## config.mk

```make
export PLATFORM = sky130hd
export DESIGN_NAME = apollo_chip_sequencer
export DESIGN_NICKNAME = d
export VERILOG_FILES = /design/src/rtl/apollo_chip_sequencer.sv
export SDC_FILE = /design/constraint.sdc
export NUM_CORES = 1
export LEC_CHECK = 0
export ABC_AREA = 1
export CORE_MARGIN = 1
export CORE_UTILIZATION = 49
export DETAILED_ROUTE_END_ITERATION = 7
export GPL_ROUTABILITY_DRIVEN = 0
export PLACE_DENSITY = 0.79
export SYNTH_ARGS = -nofsm -noshare
export SYNTH_HDL_FRONTEND = slang
export SYNTH_SLANG_ARGS = --single-unit
```

## constraint.sdc

```tcl
create_clock -name clk_sys_in -period 2.62 [get_ports clk_sys_in]
set_input_delay 0.262 -clock clk_sys_in [delete_from_list [all_inputs] [get_ports clk_sys_in]]
set_output_delay 0.262 -clock clk_sys_in [all_outputs]
set_load 0.05 [all_outputs]
```

## src/rtl/apollo_chip_sequencer.sv

```systemverilog
// ---------------------------------------------------------------------------
// apollo_chip_sequencer
// Turns one accelerator command (form/prog, read_mem, read_reg, inference)
// into a timed pin sequence (SETUP -> PULSE -> HOLD) for the Apollo
// memristor-array chip, then returns the synchronised chip data as a
// one-cycle response.
//
// Ports
//   clk_sys_in, rst_sys_in          : clock, synchronous active-high reset
//   cmd_valid_i / cmd_ready_o       : command handshake (ready == IDLE)
//   cmd_op_i, cmd_col_i, cmd_row_i  : opcode and array address
//   cmd_wdata_i                     : program polarity (1 = set)
//   cfg_pulse_cyc_i                 : strobe width in cycles, 0 acts as 1
//   rsp_valid_o, rsp_data_o         : completion pulse and captured bits
//   busy_o                          : sequencer not idle
//   CBL, CBLEN, CSL, CWL            : registered chip strobes
//   instructions, addr_col, addr_row: registered chip code / address
//   bit_out                         : asynchronous chip data
// ---------------------------------------------------------------------------
module apollo_chip_sequencer #(
  parameter int unsigned SETUP_CYC = 4,
  parameter int unsigned HOLD_CYC  = 4,
  parameter int unsigned NBITS     = 4
) (
  input  logic             clk_sys_in,
  input  logic             rst_sys_in,
  input  logic             cmd_valid_i,
  output logic             cmd_ready_o,
  input  logic [1:0]       cmd_op_i,
  input  logic [4:0]       cmd_col_i,
  input  logic [4:0]       cmd_row_i,
  input  logic             cmd_wdata_i,
  input  logic [7:0]       cfg_pulse_cyc_i,
  output logic             rsp_valid_o,
  output logic [NBITS-1:0] rsp_data_o,
  output logic             busy_o,
  output logic             CBL,
  output logic             CBLEN,
  output logic             CSL,
  output logic             CWL,
  output logic [1:0]       instructions,
  output logic [4:0]       addr_col,
  output logic [4:0]       addr_row,
  input  logic [NBITS-1:0] bit_out
);

  localparam int unsigned CNT_W = 8;

  localparam logic [1:0] S_IDLE  = 2'd0;
  localparam logic [1:0] S_SETUP = 2'd1;
  localparam logic [1:0] S_PULSE = 2'd2;
  localparam logic [1:0] S_HOLD  = 2'd3;

  localparam logic [1:0] OP_PROG     = 2'b11;
  localparam logic [1:0] OP_READ_REG = 2'b01;

  logic [1:0]       r_state;
  logic [CNT_W-1:0] r_cnt;
  logic [CNT_W-1:0] r_pulse;
  logic             r_wdata;
  logic [1:0]       r_instr;
  logic [4:0]       r_col;
  logic [4:0]       r_row;
  logic             r_cbl, r_cblen, r_csl, r_cwl;
  logic             r_rsp_valid;
  logic [NBITS-1:0] r_rsp_data;
  logic [NBITS-1:0] r_sync1, r_sync2;

  logic [1:0]       w_state_nxt;
  logic [CNT_W-1:0] w_cnt_nxt;
  logic             w_accept;
  logic [1:0]       w_op_nxt;
  logic             w_wdata_nxt;
  logic [CNT_W-1:0] w_pulse_cfg;
  logic             w_active, w_in_pulse;
  logic             w_cbl_nxt, w_cblen_nxt, w_csl_nxt, w_cwl_nxt;
  logic             w_rsp_valid_nxt;
  logic [NBITS-1:0] w_rsp_data_nxt;

  // Next-state, counter, response and pin-level logic
  always_comb begin
    w_state_nxt     = r_state;
    w_cnt_nxt       = r_cnt;
    w_rsp_valid_nxt = 1'b0;
    w_rsp_data_nxt  = r_rsp_data;
    w_accept        = (r_state == S_IDLE) && cmd_valid_i;
    w_pulse_cfg     = (cfg_pulse_cyc_i == 8'd0) ? 8'd1 : cfg_pulse_cyc_i;

    case (r_state)
      S_IDLE: begin
        if (w_accept) begin
          w_state_nxt = S_SETUP;
          w_cnt_nxt   = CNT_W'(SETUP_CYC - 1);
        end
      end
      S_SETUP: begin
        if (r_cnt == '0) begin
          w_state_nxt = S_PULSE;
          w_cnt_nxt   = r_pulse - 8'd1;
        end else begin
          w_cnt_nxt = r_cnt - 8'd1;
        end
      end
      S_PULSE: begin
        if (r_cnt == '0) begin
          w_state_nxt = S_HOLD;
          w_cnt_nxt   = CNT_W'(HOLD_CYC - 1);
        end else begin
          w_cnt_nxt = r_cnt - 8'd1;
        end
      end
      default: begin
        if (r_cnt == '0) begin
          w_state_nxt     = S_IDLE;
          w_rsp_valid_nxt = 1'b1;
          w_rsp_data_nxt  = (r_instr == OP_PROG) ? '0 : r_sync2;
        end else begin
          w_cnt_nxt = r_cnt - 8'd1;
        end
      end
    endcase

    // Pins are registered, so decode them from the state/op of the next cycle
    w_op_nxt    = w_accept ? cmd_op_i    : r_instr;
    w_wdata_nxt = w_accept ? cmd_wdata_i : r_wdata;
    w_active    = (w_state_nxt != S_IDLE);
    w_in_pulse  = (w_state_nxt == S_PULSE);
    w_cbl_nxt   = 1'b0;
    w_cblen_nxt = 1'b0;
    w_csl_nxt   = 1'b0;
    w_cwl_nxt   = 1'b0;
    case (w_op_nxt)
      OP_PROG: begin
        w_cblen_nxt = w_active;
        w_cbl_nxt   = w_active & w_wdata_nxt;
        w_csl_nxt   = w_active & ~w_wdata_nxt;
        w_cwl_nxt   = w_in_pulse;
      end
      OP_READ_REG: begin
        w_cwl_nxt = 1'b0;
      end
      default: begin
        w_csl_nxt = w_in_pulse;
        w_cwl_nxt = w_in_pulse;
      end
    endcase
  end

  // State, command latches, pins and data synchroniser
  always_ff @(posedge clk_sys_in) begin
    if (rst_sys_in) begin
      r_state     <= S_IDLE;
      r_cnt       <= '0;
      r_pulse     <= '0;
      r_wdata     <= 1'b0;
      r_instr     <= '0;
      r_col       <= '0;
      r_row       <= '0;
      r_cbl       <= 1'b0;
      r_cblen     <= 1'b0;
      r_csl       <= 1'b0;
      r_cwl       <= 1'b0;
      r_rsp_valid <= 1'b0;
      r_rsp_data  <= '0;
      r_sync1     <= '0;
      r_sync2     <= '0;
    end else begin
      r_state     <= w_state_nxt;
      r_cnt       <= w_cnt_nxt;
      r_cbl       <= w_cbl_nxt;
      r_cblen     <= w_cblen_nxt;
      r_csl       <= w_csl_nxt;
      r_cwl       <= w_cwl_nxt;
      r_rsp_valid <= w_rsp_valid_nxt;
      r_rsp_data  <= w_rsp_data_nxt;
      r_sync1     <= bit_out;
      r_sync2     <= r_sync1;
      if (w_accept) begin
        r_pulse <= w_pulse_cfg;
        r_wdata <= cmd_wdata_i;
        r_instr <= cmd_op_i;
        r_col   <= cmd_col_i;
        r_row   <= cmd_row_i;
      end
    end
  end

  assign cmd_ready_o  = (r_state == S_IDLE);
  assign busy_o       = ~cmd_ready_o;
  assign rsp_valid_o  = r_rsp_valid;
  assign rsp_data_o   = r_rsp_data;
  assign CBL          = r_cbl;
  assign CBLEN        = r_cblen;
  assign CSL          = r_csl;
  assign CWL          = r_cwl;
  assign instructions = r_instr;
  assign addr_col     = r_col;
  assign addr_row     = r_row;

endmodule

```

# Word level (Yosys, flattened, before mapping)
# Index checks and enable logic that the tools add are counted.
word_totals:
  register_bits: 48
  output_inout_bits: 23
  elab_cells: 58
op_classes:
  n_addsub: 2
  eq_ne: 8
  n_mux: 16
  bitwise: 6
  reduce_logical: 11
op_table:
  columns: ["operator", "count"]
  rows:
  - ["$mux 8", 5]
  - ["$pmux 8 s3", 1]
  - ["$logic_not 8->1", 2]
  - ["$sub 8x1->8 const B", 2]
  - ["$mux 2", 5]
  - ["$eq 2x2->1 const B", 4]
  - ["$pmux 2 s3", 1]
  - ["$eq 2x1->1 const B", 2]
  - ["$mux 4", 1]
  - ["$ne 4x2->1 const B", 1]
  - ["$not 1->1", 4]
  - ["$reduce_and 2->1", 2]
  - ["$reduce_or 2->1", 2]
  - ["$reduce_or 4->1", 1]
  - ["$reduce_or 3->1", 1]
  - ["$and 1x1->1", 2]
  - ["$logic_not 2->1", 1]
  - ["$mux 1", 2]
  - ["$ne 2x1->1 const B", 1]
  - ["$pmux 1 s2", 1]
  - ["$reduce_bool 2->1", 1]
  - ["$logic_and 1x1->1", 1]

# Longest topological paths before layout
# Gate-level depths: netlist (run 1).
logic_depth:
  depth_word: 7
  mapped_depth: 12

# Worst setup path before layout (run 1)
# OpenSTA, ideal clock, no wires.
synth_path:
  path_kind: "register to register"
  from: "register r_state[1]"
  to: "register r_cbl (netlist: CBL)"
  t_arrival_ns: 2.111
  required_ns: 2.558
  setup_slack_ns: 0.447
  path_stages_with_launch: 12
  n_path_buf: 0
  period_less_slack_ns: 2.173
  path_cell_list: "dfxtp_1 inv_1 ha_1 inv_2 or2_4 o21ai_2 inv_1 nand2_1 nand2_1 nand3_2 nand2_1 nor2_2"
synth_via:
  elab_chain_cells: 6
  word_cells_on_any_way: 16
synth_lines:
  columns: ["item", "line", "text"]
  rows:
  - ["start, declared", "57", "logic [1:0] r_state;"]
  - ["start signal, assigned", "168", "r_state <= w_state_nxt;"]
  - ["$logic_not 2->1 *", null, null]
  - ["named net cmd_ready_o", "28", "output logic cmd_ready_o,"]
  - ["$logic_and 1x1->1", "86", "w_accept = (r_state == S_IDLE) && cmd_valid_i;"]
  - ["$mux 2 (on tied branches)", null, null]
  - ["$pmux 2 s3 or $eq 2x2->1 (tied branches)", "89, 132", null]
  - ["$reduce_bool 2->1 or $not 1->1 (tied branches)", null, null]
  - ["$and 1x1->1 or $reduce_or 2->1 (tied branches)", null, null]
  - ["end signal, assigned", "170", "r_cbl <= w_cbl_nxt;"]
  - ["end, declared", "64", "logic r_cbl, r_cblen, r_csl, r_cwl;"]
# The timed path passes the listed nets; every way through them passes the cells marked *.
# A chain may end at the register's enable or synchronous reset.

# Worst setup path after layout (run 1)
layout_path:
  from: "register r_state[1]"
  to: "output cmd_ready_o"
layout_via:
  elab_chain_cells: 1
layout_lines:
  columns: ["item", "line", "text"]
  rows:
  - ["$logic_not 2->1", "188", "assign cmd_ready_o = (r_state == S_IDLE);"]
  - ["end, declared", "28", null]
# Every way passes these cells.

==> flow_summary.toml, run 1 <==
[run_status]
status = "finished clean"

[routing]
first_pass_iters = 4
drtAntennaViolNets = 0
drtIter0Drc = 113
wl_per_cell_um = 11.6
drc_errors = 0
via_per_inst = 4.86
routed_wl_um = 5210
vias = 2182

[layout]
drive_gt1_share_pct = 12.0
fin_nets = 417
syn_to_final_growth_pct = 26.2
stdcell_count = 449
fin_util_pct = 64.6
nFillCells = 431
diodes = 0

[power_and_ir_drop]
ir_drop_uv = 580
p_per_area_nw_per_um2 = 1180
leakagePower_nw = 1.33
power_w = 0.00361

[global_routing]
grt-ovfl-total = 0
antenna_found_initial = 0
grt_start_max_net_pins = 29
grt_pass1_wl_um = 8710
grt_pass1_vias = 2084
track_usage_pct = 21.1

[place]
io_buffers = 50
dpl.cell_count = 441
hpwl_um = 3870
pre_cts_ws_ns = 0.559

[run]
drv_cap = 0

[clocking]
numCtsBuffers = 5
clockRootBuffer = "clkbuf_8"
clkSinkCount = 48
clk_pin_slew_ns = 0.09
cts_tree = "done"
cts_setup_buffers = 0
cts_resized = 0
clk_latency_ns = 0.30
cts_buffer_depth = 2
cts_hold_buffers = 0
cts_max_level = 2

[worst_hold_path]
min-delay-start = "r_sync1[3]"
hold_class = "register to register"

[critical_path]
cp_data_arrival_time_ns = 2.04
path_class = "register to output pin"
crit_slowest_cell = "clkdlybuf4s50_1"
critPathMaxFanout = 6
crit_path_start = "r_state[1]"
path_cells = "inv_1, ha_1, clkdlybuf4s50_1"
end_kind = "output pin"
cp_num_buf_inv = 2
max_stage_delay_ns = 0.87
cp-start-kind = "register"
rr_startpoint = "r_state[1]"
crit_family = "buffers and inverters"
crit_required_ns = 2.36

[sta]
finalCritPeriodShare_pct = 88.0
rsz0062_at_grt = "false"
max_freq_ghz = 0.434
fin_skew_ns = 0.00425
drv_slew = 0
finalCriticalPeriod_ns = 2.31
setup-tns-final_ns = 0
hold_viol = 0
fin_ws_ns = 0.314
worst_slew_pin_slew_ns = 0.619
relSlewSlack_pct = 58.7
setup_viol = 0

[logic_synthesis]
avgSynthCellArea_sq_um = 7.28
ys_seq_elements = 48
yosysTopAreaCell = "dfxtp_1"
synth_top_area_share_pct = 39.8
ys_top_cells_by_count = "nand2_1 (67), dfxtp_1 (48), nor2_1 (48)"
synth.area.top_cells = "dfxtp_1 (40%), nand2_1 (10%), nor2_1 (7.5%)"
ys_types = 34
synth_nets = 368
yosysMostFrequentCell = "nand2_1"
synth_flop_cell = "dfxtp_1"
async_reset_ff_share_pct = 0
synth_enable_flop_cells = 0
netlist_instances = 332
synth_area_sq_um = 2420
yosys_warnings = 0
seq_area_frac_synth_pct = 39.8

[floorplanning]
core_area_sq_um = 4720
row_count = 25
initial_core_util_pct = 51.2
dieHeight_um = 72.2
die_area_sq_um = 5220
ios = 51
die_x_um = 72.2
==> metrics by stage <==
stage | area [sq um] | hold slack [ns]
3_3_place_gp | 2960 | 0.390
2_1_floorplan | 2420 | 0.346
6_report | 3050 | 0.407
3_5_place_dp | 2960 | 0.396
5_1_grt | 3050 | 0.429
4_1_cts | 3050 | 0.408
==> cell type report <==
type / count / area [sq um] / area share, %
clock inverter: 2 / 13.8 / 0.451
tap: 67 / 83.8 / 2.75
inverter: 45 / 169 / 5.54
clock buffer: 6 / 82.6 / 2.71
multi-input combinational: 229 / 1230 / 40.2
sequential: 48 / 961 / 31.5
timing repair buffer: 52 / 515 / 16.9
==> routing by layer <==
metal	wire length, um	vias to the layer above	global-route usage [%]
li1	-	1143	-
met1	2320	983	25.3
met2	2600	42	38.1
met3	201	14	3.89
met4	87	0	6.32
met5	0	-	0
==> state kept, by name, summed over array words and instances, names as in the netlist <==
name,cells
addr_row,5
r_sync1,4
r_pulse,8
r_wdata,1
r_cnt,8
r_sync2,4
r_state,2
CWL,1
CSL,1
CBL,1
CBLEN,1
addr_col,5
rsp_valid_o,1
rsp_data_o,4
instructions,2
==> layout by cell type (no fill, tap or decap), types with 2 or more instances in the layout <==
cell / instances
o21ai_2: 5
xor2_1: 2
nand2_2: 4
or2_1: 2
nor2_1: 48
inv_2: 4
nand2_4: 3
nor3_2: 2
buf_4: 2
dfxtp_1: 48
nand3_4: 2
nor2_2: 4
a21oi_1: 18
nand3_2: 2
a21oi_2: 7
o21ai_0: 29
clkbuf_8: 6
nand2_1: 67
nor3_1: 2
inv_1: 41
nand3_1: 15
clkdlybuf4s50_1: 50
ha_1: 8
==> cells by family (layout without fill, tap and decap cells) <==
logic type / after synthesis / count (layout) / share of synthesized area (%)
simple gates: 157 / 157 / 31.0
buf+inv: 55 / 105 / 9.52
flops: 48 / 48 / 39.8
fa+ha+maj: 8 / 8 / 4.14
compound gates: 62 / 62 / 14.9
xor+xnor: 2 / 2 / 0.725
==> where the power goes <==
part / switching, W / total (W) / internal (W)
Clock: 0.000252 / 0.000468 / 0.000216
Combinational: 0.00137 / 0.00210 / 0.000727
Sequential: 0.000124 / 0.00104 / 0.000911
Total: 0.00175 / 0.00361 / 0.00185
==> worst paths after layout <==
kind                               endpoint  slack, ns  cells after the start
worst min register to register   r_sync2[3]       0.41                      2
worst max-delay path            cmd_ready_o       0.31                      3
worst min-delay path             r_sync2[3]       0.41                      2
worst max register to register          CSL       0.54                     10
==> worst reg2reg max path: stages, from the launching register on <==
cell and delay [ns]:
dfxtp_1 0.38, inv_1 0.13, ha_1 0.31, nand2_4 0.27, inv_2 0.19, or2_1 0.26, o21ai_2 0.10, inv_1 0.06
a21oi_1 0.15, nand2_1 0.06, a21oi_1 0.10
Note: power is estimated with default switching activity, not from simulation.
==> run 2, diff against run 1 <==
GPL_ROUTABILITY_DRIVEN = not set   (was 0)
clock period = 2.36 ns   (was 2.62 ns; I/O delays follow)
==> run 2 against run 1 <==
- via count up 0.46%
- total power rose by 13%
- setup slack lost 0.23 ns
- worst hold slack improved by 0.0019 ns
- clock skew increased by 0.0055 ns
- global-route usage grew 0.53 points
- count of clock-buffer cells in the layout decreased by 1
- flip-flop and latch count stayed put
- combinational power rose by 11%
- critical path depth stayed put
- first-iteration DRC count rose by 16%
==> flow_summary.toml, run 2 (synthesis results as in run 1) <==
[power_and_ir_drop]
seqPwrFrac_pct = 28.0
ir_drop_uv = 553
p_comb_share_pct = 57.3
p_per_area_nw_per_um2 = 1320
swShare_pct = 47.6
p_sw_w = 0.00194
leakagePower_nw = 1.35
p_clk_share_pct = 14.7
intPower_w = 0.00214

[floorplanning]
core_area_sq_um = 4720
ios = 51
die_x_um = 72.2
dieHeight_um = 72.2
die_area_sq_um = 5220
initial_core_util_pct = 51.2
row_count = 25

[critical_path]
cp_data_arrival_time_ns = 2.04
critPathMaxFanout = 6
reg2reg_slack_ns = 0.47
path_class = "register to output pin"
end_kind = "output pin"
crit_required_ns = 2.12
cp-start-kind = "register"

[routing]
first_pass_iters = 4
wl_per_cell_um = 11.3
drc_errors = 0
routed_wl_um = 5100
drtIter0Drc = 131
via_per_inst = 4.87
drtAntennaViolNets = 0
vias = 2192

[global_routing]
grt_pass1_vias = 1980
antenna_found_initial = 0
grt_start_max_net_pins = 24
track_usage_pct = 21.6
grt_pass1_wl_um = 8780
grt-ovfl-total = 0

[layout]
finalInstanceArea_sq_um = 3080
final_common_cell = "nand2_1"
diodes = 0
fin_nets = 418
final_cell_mix = "nand2_1 (67), clkdlybuf4s50_1 (49), dfxtp_1 (48), nor2_1 (48), inv_1 (41)"
drive_gt1_share_pct = 12.3
largest_registers = "r_cnt: 8 flops, r_pulse: 8 flops"
syn_to_final_growth_pct = 27.3

[clocking]
cts_max_level = 2
cts_buffer_depth = 2
clockRootBuffer = "clkbuf_8"
clk_pin_slew_ns = 0.10
numCtsBuffers = 5
cts_tree = "done"
clk_latency_ns = 0.31
clkSinkCount = 48

[worst_hold_path]
hold_class = "register to register"

[sta]
drv_slew = 0
finalCritPeriodShare_pct = 96.4
finalCriticalPeriod_ns = 2.27
setup-tns-final_ns = 0
setup_viol = 0
rsz0062_at_grt = "false"
worst_slew_pin_slew_ns = 0.648
relSlewSlack_pct = 56.7
fin_skew_ns = 0.00974
hold_viol = 0
max_freq_ghz = 0.440

[run_status]
status = "finished clean"

[place]
gp_congestion = 0.872
io_buffers = 50
hpwl_um = 3690
placed_area_sq_um = 2960

[run]
drv_cap = 0
run 2: critical path, stage by stage (launching register included):
cell	delay [ns]
dfxtp_1	0.35
inv_1	0.16
ha_1	0.35
clkdlybuf4s50_1	0.86
run 2: what timing repair did:
action / CTS / global route
endpoints found under the setup margin: 0 / 1
hold buffers: 0 / 0
buffers inserted: 0 / 0
resized for setup: 0 / 1
run 2: routing by layer:
layer,vias to the layer above,share of wire [%],wire length [um],track usage [%]
met2,36,49,2520,36.1
met5,-,0,0,0
met3,6,3.1,159,5.28
met1,1003,46,2360,27.1
met4,0,1.2,63,7.84
li1,1147,-,-,-
run 2: layout make-up:
| type | instances | area (sq um) |
|---|---|---|
| clock buffer | 5 | 68.8 |
| timing repair buffer | 53 | 526 |
| multi-input combinational | 229 | 1230 |
| fill | 407 | 1650 |
| tap | 67 | 83.8 |
| inverter | 45 | 169 |
| sequential | 48 | 961 |
| clock inverter | 3 | 42.5 |
run 2: worst paths after layout:
kind | startpoint | endpoint | depth (start not counted)
setup reg to reg | r_state[1] | CWL | 8
hold reg to reg | r_sync1[0] | r_sync2[0] | 2
setup / recovery | r_state[1] | cmd_ready_o | 3
hold / removal | r_sync1[0] | r_sync2[0] | 2
run 2: stage by stage:
step / total power [W] / setup slack, ns / hold slack [ns] / util [%] / std cells
global route: 0.00443 / 0.0124 / 0.432 / 65.1 / 450
global placement: 0.00344 / 0.468 / 0.389 / 62.7 / 442
finish: 0.00408 / 0.0859 / 0.409 / 65.1 / 450
CTS: 0.00410 / 0.0675 / 0.411 / 65.1 / 450
detailed placement: 0.00349 / 0.415 / 0.398 / 62.7 / 442
floorplan: 0.00301 / 0.187 / 0.320 / - / 332
run 2: power groups by stage:
stage | sequential (W) | combinational (W) | clock, W
finish | 0.00114 | 0.00233 | 0.000599
global route | 0.00117 | 0.00261 | 0.000649
CTS | 0.00114 | 0.00235 | 0.000610
detailed placement | 0.00116 | 0.00233 | 0
global placement | 0.00116 | 0.00229 | 0
floorplan | 0.00142 | 0.00158 | 0
==> run 3, diff against run 2 <==
CTS_BUF_LIST = sky130_fd_sc_hd__clkbuf_16   (was not set)
==> run 3 against run 2 <==
- final cell count stayed put
- global-route usage is 0.26 points higher
- maximum frequency is 0.41% higher
- via count is 0.41% lower
- setup slack better by 0.0092 ns
- routed wire length is 1.8% higher
- register-to-register slack worse by 0.03 ns
- combinational power hardly changed
- sequential share of layout area is 0.54 points lower
- critical path depth stayed put
- clock power is 34% higher
- critical path type unchanged
- largest cell class unchanged
==> flow_summary.toml, run 3 (synthesis results as in run 1) <==
[routing]
met3_length_um = 168
drc_errors = 0
dr_wl_met2_um = 2620
first_pass_iters = 6
via_per_inst = 4.85
drtAntennaViolNets = 0
vias = 2183
top_layer = "met4"
drtIter0Drc = 166
routed_wl_um = 5190
met1_length_um = 2380
wl_per_cell_um = 11.5

[clocking]
cts_resized = 0
clockRootBuffer = "clkbuf_16"
cts_buffer_depth = 2
cts_setup_buffers = 0
clkSinkCount = 48
clk_pin_slew_ns = 0.07
cts_tree = "done"
cts_hold_buffers = 0
clk_latency_ns = 0.29
numCtsBuffers = 5
cts_max_level = 2

[sta]
max_freq_ghz = 0.442
setup-tns-final_ns = 0
relSlewSlack_pct = 56.7
drv_slew = 0
setup_viol = 0
worst_slew_pin_slew_ns = 0.649
fin_skew_ns = 0.00556
fin_ws_ns = 0.0951
finalCritPeriodShare_pct = 96.0
hold_viol = 0
rsz0062_at_grt = "false"
finalCriticalPeriod_ns = 2.26

[global_routing]
grt_start_max_net_pins = 24
grt_pass1_wl_um = 9000
track_usage_pct = 21.9
grt-ovfl-total = 0
antenna_found_initial = 0
grt_pass1_vias = 2001

[power_and_ir_drop]
seqPwrFrac_pct = 26.7
intPower_w = 0.00232
p_clk_share_pct = 18.7
p_per_area_nw_per_um2 = 1370
leakagePower_nw = 1.37
p_comb_share_pct = 54.6
ir_drop_uv = 563
swShare_pct = 45.8
p_sw_w = 0.00196

[critical_path]
critPathMaxFanout = 6
rr_startpoint = "r_state[1]"
cp_data_arrival_time_ns = 2.03
cp-start-kind = "register"
end_kind = "output pin"
crit_required_ns = 2.12
crit_path_start = "r_state[1]"
path_class = "register to output pin"
reg2reg_slack_ns = 0.44

[layout]
diodes = 0
syn_to_final_growth_pct = 29.5
final_common_cell = "nand2_1"
drive_gt1_share_pct = 12.3
fin_nets = 418
finalInstanceArea_sq_um = 3130
largest_registers = "r_cnt: 8 flops, r_pulse: 8 flops"
final_cell_mix = "nand2_1 (67), clkdlybuf4s50_1 (50), dfxtp_1 (48), nor2_1 (48), inv_1 (41)"

[place]
pre_cts_ws_ns = 0.415
gp_congestion = 0.872
io_buffers = 50
placed_area_sq_um = 2960
hpwl_um = 3690

[floorplanning]
ios = 51
core_area_sq_um = 4720
die_x_um = 72.2
die_area_sq_um = 5220
dieHeight_um = 72.2
initial_core_util_pct = 51.2
row_count = 25

[run]
drv_cap = 0

[run_status]
status = "finished clean"

[worst_hold_path]
hold_class = "register to register"
min-delay-start = "r_sync1[0]"
run 3: changes by cell type in the layout (fill, tap and decap cells not counted), sizes merged:
cell,previous run,this run
clkdlybuf4s50,49,50
dlymetal6s2s,1,0
run 3: routing by layer:
metal | vias to the layer above | GRT usage, %
met5 | - | 0
met4 | 0 | 6.75
met3 | 3 | 4.31
met2 | 37 | 37.1
met1 | 1002 | 28.1
li1 | 1141 | -
run 3: area by class of cell:
cell class	instances	area, sq um
clock buffers	5	125
clock inverters	3	42.5
fillers	405	1590
inverters	45	169
multi-input cells	229	1230
flip-flops and latches	48	961
well taps	67	83.8
repair buffers	53	523
run 3: through the flow:
step | total power [W] | std cells | hold slack [ns] | util [%]
after detailed placement | 0.00349 | 442 | 0.398 | 62.7
after global placement | 0.00344 | 442 | 0.389 | 62.7
after CTS | 0.00431 | 450 | 0.407 | 66.3
final | 0.00429 | 450 | 0.407 | 66.3
after floorplan | 0.00301 | 332 | 0.320 | -
after global routing | 0.00464 | 450 | 0.428 | 66.3
run 3: path summary, 6_finish.rpt:
kind	end	cells after the start
hold / removal	r_sync2[0]	2
hold reg to reg	r_sync2[0]	2
setup reg to reg	CWL	8
setup / recovery	cmd_ready_o	3
run 3: critical path: stages, from the launching register on:
cell and delay, ns:
dfxtp_1 0.34, inv_1 0.18, ha_1 0.36, clkdlybuf4s50_1 0.86
run 3: power groups by stage:
stage / Clock [W] / Sequential, W / Combinational [W]
after floorplan: 0 / 0.00142 / 0.00158
after global placement: 0 / 0.00116 / 0.00229
after detailed placement: 0 / 0.00116 / 0.00233
after CTS: 0.000817 / 0.00114 / 0.00235
after global routing: 0.000854 / 0.00117 / 0.00262
final: 0.000802 / 0.00114 / 0.00234
